--- config.mk ---
export PLATFORM = sky130hd
export DESIGN_NAME = imem_sequencer
export DESIGN_NICKNAME = d
export VERILOG_FILES = /design/src/rtl/imem_sequencer.sv
export SDC_FILE = /design/constraint.sdc
export NUM_CORES = 1
export LEC_CHECK = 0
export CAP_MARGIN = 20
export CELL_PAD_IN_SITES_DETAIL_PLACEMENT = 1
export CELL_PAD_IN_SITES_GLOBAL_PLACEMENT = 2
export CORE_ASPECT_RATIO = 0.6
export CORE_MARGIN = 5
export CORE_UTILIZATION = 49
export DETAILED_ROUTE_END_ITERATION = 6
export PLACE_DENSITY_LB_ADDON = 0.15
export SYNTH_ARGS = -nofsm -noshare
export SYNTH_HDL_FRONTEND = slang
export SYNTH_SLANG_ARGS = --single-unit
export TNS_END_PERCENT = 10
--- constraint.sdc ---
create_clock -name clk -period 4.05 [get_ports clk]
set_input_delay 0.81 -clock clk [delete_from_list [all_inputs] [get_ports clk]]
set_output_delay 0.81 -clock clk [all_outputs]
set_load 0.02 [all_outputs]
--- src/rtl/imem_sequencer.sv ---
// Purpose : instruction memory loaded by the assembler, replayed to the execute unit with jumps.
// Latency : first ex_valid 2 cycles after mode falls; one instruction per 2 cycles when ready.
// Backpr. : ex_valid/ex_inst hold stable until ex_ready; load requests wait for the handshake.
//
// Ports:
//   clk, rst_n        clock (rising edge) and asynchronous active-low reset
//   mode              1 = load program, 0 = run
//   store_clk/inst_in assembler store strobe (rising edge = store) and instruction
//   ex_inst/ex_valid  instruction presented to the execute unit, ex_ready accepts it
//   pc, prog_len      current/last fetched address, number of stored instructions
//   busy, done        in LOAD/FETCH/ISSUE, in HALT
//   ovf, jmp_err      sticky: store dropped on full memory, jump beyond program
module imem_sequencer #(
  parameter int ADDR_W = 4
) (
  input  logic              clk,
  input  logic              rst_n,
  input  logic              mode,
  input  logic              store_clk,
  input  logic [31:0]       inst_in,
  output logic [31:0]       ex_inst,
  output logic              ex_valid,
  input  logic              ex_ready,
  output logic [ADDR_W-1:0] pc,
  output logic [ADDR_W:0]   prog_len,
  output logic              busy,
  output logic              done,
  output logic              ovf,
  output logic              jmp_err
);

  localparam int             DEPTH   = 2 ** ADDR_W;
  localparam logic [ADDR_W:0] DEPTH_C = (ADDR_W + 1)'(DEPTH);

  typedef enum logic [2:0] {
    S_IDLE,
    S_LOAD,
    S_FETCH,
    S_ISSUE,
    S_HALT
  } state_e;

  state_e              state_q;
  logic                store_clk_q;
  logic [31:0]         ex_inst_q;
  logic                ex_valid_q;
  logic [ADDR_W-1:0]   pc_q;
  logic [ADDR_W:0]     prog_len_q;
  logic                ovf_q;
  logic                jmp_err_q;
  logic [31:0]         mem_q [DEPTH];

  logic                store_edge;
  logic                mem_full;
  logic                mem_we;
  logic [ADDR_W:0]     prog_len_d;
  logic [ADDR_W-1:0]   jmp_tgt;
  logic                jmp_ok;
  logic [ADDR_W:0]     pc_inc;
  logic                hs;

  assign store_edge = store_clk & ~store_clk_q;
  assign mem_full   = (prog_len_q == DEPTH_C);
  assign mem_we     = (state_q == S_LOAD) && store_edge && !mem_full;
  // Length including a store landing this cycle, so a store coinciding with
  // mode falling still counts when deciding between IDLE and FETCH.
  assign prog_len_d = prog_len_q + (ADDR_W + 1)'(mem_we);
  assign jmp_tgt    = ex_inst_q[ADDR_W-1:0];
  assign jmp_ok     = ({1'b0, jmp_tgt} < prog_len_q);
  assign pc_inc     = {1'b0, pc_q} + (ADDR_W + 1)'(1);
  assign hs         = ex_valid_q & ex_ready;

  // Program storage is deliberately not reset.
  always_ff @(posedge clk) begin
    if (mem_we) mem_q[prog_len_q[ADDR_W-1:0]] <= inst_in;
  end

  always_ff @(posedge clk or negedge rst_n) begin
    if (!rst_n) begin
      state_q     <= S_IDLE;
      store_clk_q <= 1'b0;
      ex_inst_q   <= '0;
      ex_valid_q  <= 1'b0;
      pc_q        <= '0;
      prog_len_q  <= '0;
      ovf_q       <= 1'b0;
      jmp_err_q   <= 1'b0;
    end else begin
      store_clk_q <= store_clk;
      case (state_q)
        S_IDLE: begin
          if (mode) begin
            state_q    <= S_LOAD;
            prog_len_q <= '0;
            ovf_q      <= 1'b0;
            jmp_err_q  <= 1'b0;
          end
        end
        S_LOAD: begin
          prog_len_q <= prog_len_d;
          if (store_edge && mem_full) ovf_q <= 1'b1;
          if (!mode) begin
            if (prog_len_d == '0) begin
              state_q <= S_IDLE;
            end else begin
              state_q <= S_FETCH;
              pc_q    <= '0;
            end
          end
        end
        S_FETCH: begin
          if (mode) begin
            state_q    <= S_LOAD;
            prog_len_q <= '0;
            ovf_q      <= 1'b0;
            jmp_err_q  <= 1'b0;
          end else begin
            ex_inst_q  <= mem_q[pc_q];
            ex_valid_q <= 1'b1;
            state_q    <= S_ISSUE;
          end
        end
        S_ISSUE: begin
          // mode is only looked at once the handshake completes.
          if (hs) begin
            ex_valid_q <= 1'b0;
            if (ex_inst_q[30] && !jmp_ok) begin
              jmp_err_q <= 1'b1;
              state_q   <= S_HALT;
            end else if (!ex_inst_q[30] && (pc_inc == prog_len_q)) begin
              state_q <= S_HALT;
            end else begin
              pc_q <= ex_inst_q[30] ? jmp_tgt : pc_inc[ADDR_W-1:0];
              if (mode) begin
                state_q    <= S_LOAD;
                prog_len_q <= '0;
                ovf_q      <= 1'b0;
                jmp_err_q  <= 1'b0;
              end else begin
                state_q <= S_FETCH;
              end
            end
          end
        end
        S_HALT: begin
          if (mode) begin
            state_q    <= S_LOAD;
            prog_len_q <= '0;
            ovf_q      <= 1'b0;
            jmp_err_q  <= 1'b0;
          end
        end
        default: state_q <= S_IDLE;
      endcase
    end
  end

  assign ex_inst  = ex_inst_q;
  assign ex_valid = ex_valid_q;
  assign pc       = pc_q;
  assign prog_len = prog_len_q;
  assign busy     = (state_q == S_LOAD) || (state_q == S_FETCH) || (state_q == S_ISSUE);
  assign done     = (state_q == S_HALT);
  assign ovf      = ovf_q;
  assign jmp_err  = jmp_err_q;

endmodule
==> summary.md <==
| Metric | Value |
|---|---|
| DRT iter0 DRCs | `860` |
| Yosys cell types | `54` |
| Antenna violations before repair | `0` |
| CP Launch Type | `flip-flop` |
| Multiplexer share of the synthesized area | `18.51%` |
| Buf/Inv on CP | `1` |
| # clock sinks | `560` |
| Dpl cell area | `23420 um2` |
| Routed WL per cell | `28.38 um` |
| Die H | `173.0 um` |
| Port buffer count | `82` |
| Synth warnings | `0` |
| P_int | `10590 uW` |
| Syn Inst Count | `941` |
| Setup bufs post-CTS | `0` |
| Most frequent cells after synthesis | `edfxtp_1 (512), mux4_2 (159), dfrtp_1 (48)` |
| Final WL | `47.88 mm` |
| # IOs | `83` |
| CP Capture Type | `output port` |
| Row cnt | `59` |
| Worst R2R End | `pc[2]` |
| Synth Register Bits | `560` |
| Worst path required time | `3240 ps` |
| Fmax | `0.3255 GHz` |
| Layout cells sized above 1 | `30.05%` |
| TritonCTS Buffers | `50` |
| Slew HR | `39.67%` |
| Mapped Nets | `984` |
| Layout area overhead | `15.56%` |
| PwrDens | `568.2 nW/um2` |
| TritonCTS clock tree | `yes` |
| Ys flop type | `edfxtp_1` |
| Max Clock Skew | `16.48 ps` |
| Pleak | `0.007803 uW` |
| Sequential share of the synthesized area | `76.43%` |
| Worst R2R Start | `prog_len[0]` |
| Global-route wire length before repair | `72.53 mm` |
| Vias after detailed routing | `10.05k` |
| Skew-Pair Late Insertion Delay | `570 ps` |
| R2r worst-path depth | `11` |
| Core Region | `43550 um2` |
| Clock Root Buffer | `clkbuf_16` |
| Syn_area_per_cell | `23.05 um2` |
| Outcome | `complete, no violations` |
| Die X | `281.6 um` |
| Clk pwr share | `33.5%` |
| Crit path DAT | `2260 ps` |
| Synth Area in Compound Gates | `1.165%` |
| Largest net degree at the start of global routing | `60` |
| Final Max Slew Viols | `0` |
| Max rail drop VDD | `0.4064 mV` |
| Final Hold Vio Count | `0` |
| FFs w/ async S/R, synth | `8.571%` |
| Max_cap viols | `0` |
| Yosys top cell area share | `70.89%` |
| Tcrit/Tclk final | `75.86%` |
| Power share of the combinational group | `18.1%` |
| Final GP Congestion | `0.7603` |
| Hold Path Class | `input pin to async pin` |
| Synth area leaders | `edfxtp_1 (71%), mux4_2 (17%), dfrtp_1 (5.5%)` |
| Post-CTS sizing | `0` |
| Post-layout nets | `1110` |
| CP cell instances | `clkdlybuf4s50_1` |
| Starting Density | `49.80%` |
| Worst-path clk slew | `60 ps` |
| Top cell type by total area after synthesis | `edfxtp_1` |
| Simple-gate portion of the synthesized area | `1.846%` |
| Overall Global Routing Usage | `19.83%` |
| Critical path's slowest cell | `dfrtp_2` |
| Combinational family with the most area after synthesis | `multiplexers` |
| Inserted Diodes | `0` |
| Post-synthesis xor/xnor area fraction | `0.3231%` |
| Total Neg Setup Slack | `0 ps` |
| ANT nets after route | `0` |
| Number of fill cells in the layout | `3624` |
| Sw power | `3650 uW` |
| Most numerous cell in the Yosys netlist | `edfxtp_1` |
| Grt total ovfl | `0` |
| Hold-fix buffers at CTS | `0` |
| DRC | `0` |
| RSZ-0062 raised after global routing | `no` |
| Vias in the first global route | `10.74k` |
| Post-synth EDFFs | `512` |
| CTS H-tree lvls | `2` |
| Setup violators final | `0` |
| HPWL after DPL | `30.09 mm` |
| Vias per cell | `5.957` |
| Clock Path Buffers | `3` |
| Switching part of the total | `25.63%` |
| Reg2reg setup slack | `1110 ps` |
| Synth Area in Adders | `0.3461%` |
| WP depth | `1` |
| Fin crit period | `3072 ps` |
| Sequential Power Share | `48.4%` |
| Final Cell Area | `25060 um2` |
| CP max FO | `28` |
| Largest stage delay, worst path | `950 ps` |
| Critical path class | `flip-flop to output port` |
| Mapped Area | `21690 um2` |
| Kind of cell adding the most delay to the critical path | `flip-flops` |
| Die area | `48710 um2` |
| Slew @ Worst Pin | `904.9 ps` |
| 1st-pass router iterations | `4` |
-- final cells by class --
cell class,instances,area (um2),share of cell area [%]
sequential,560,16590,66.18
multi-input combinational,327,4937,19.70
clock buffer,67,1406,5.611
timing repair buffer,121,1146,4.573
tap,579,724.4,2.891
clock inverter,26,236.5,0.9435
inverter,7,26.28,0.1048
-- cell usage in the layout (no fill, tap or decap), types with 6 or more instances in the layout --
master,count
buf_4,36
clkbuf_1,9
clkbuf_16,51
clkbuf_8,7
clkdlybuf4s50_1,81
clkinv_1,7
clkinv_2,10
dfrtp_1,44
edfxtp_1,512
ha_1,6
mux2_2,32
mux4_2,159
nand2_1,15
nand3_1,12
nor2_1,10
nor2_4,16
nor3_1,8
o21ai_0,6
-- per-stage QoR --
step           power (uW)  util [%]  std cells  setup WS, ps  hold slack, ps
2_1_floorplan        8576         -        941         273.5           514.4
3_3_place_gp         9622     53.77       1594         937.8           470.4
3_5_place_dp         9652     53.77       1594         829.1           496.2
4_1_cts             14420     57.54       1687         930.3           298.3
5_1_grt             14830     57.54       1687         853.3           328.3
6_report            14240     57.54       1687         977.8           305.1
-- logic make-up (layout without fill, tap and decap cells) --
logic type	count (synthesis)	after routing
multiplexers	196	196
flip-flops	560	560
AND/OR/NAND/NOR	83	83
buffers and inverters	54	221
adder cells (fa/ha/maj)	6	6
AO/OA/AOI/OAI	34	34
XOR/XNOR	8	8
-- sequential cells by signal, summed over array words and instances, names as in the netlist --
| name | count |
|---|---|
| mem_q | 512 |
| ex_inst | 32 |
| prog_len | 5 |
| pc | 4 |
| state_q | 3 |
| ex_valid | 1 |
| jmp_err | 1 |
| ovf | 1 |
| store_clk_q | 1 |
-- per-layer routing --
layer	vias to the layer above	share of wire, %	global-route usage (%)
met5	-	0	0
met4	0	1.7	3.730
met3	63	5.5	3.774
met2	292	45	29.01
met1	5455	48	31.84
li1	4239	-	-
-- worst max-delay path by stage --
stage                     start            end  slack, ps
floorplan             store_clk    mem_q[0][0]        270
global placement      store_clk   mem_q[9][20]        940
detailed placement    store_clk  mem_q[10][18]        830
CTS                       pc[2]          pc[2]        930
global route        prog_len[2]          pc[1]        850
finish                    pc[2]          pc[2]        980
-- power groups by stage --
stage / clock network (uW) / logic, uW / registers, uW
6_report: 4770 / 2580 / 6890
2_1_floorplan: 0 / 1520 / 7050
3_3_place_gp: 0 / 2610 / 7010
5_1_grt: 5150 / 2750 / 6930
3_5_place_dp: 0 / 2630 / 7020
4_1_cts: 4880 / 2640 / 6900
Power figures use the tool's default switching activity.
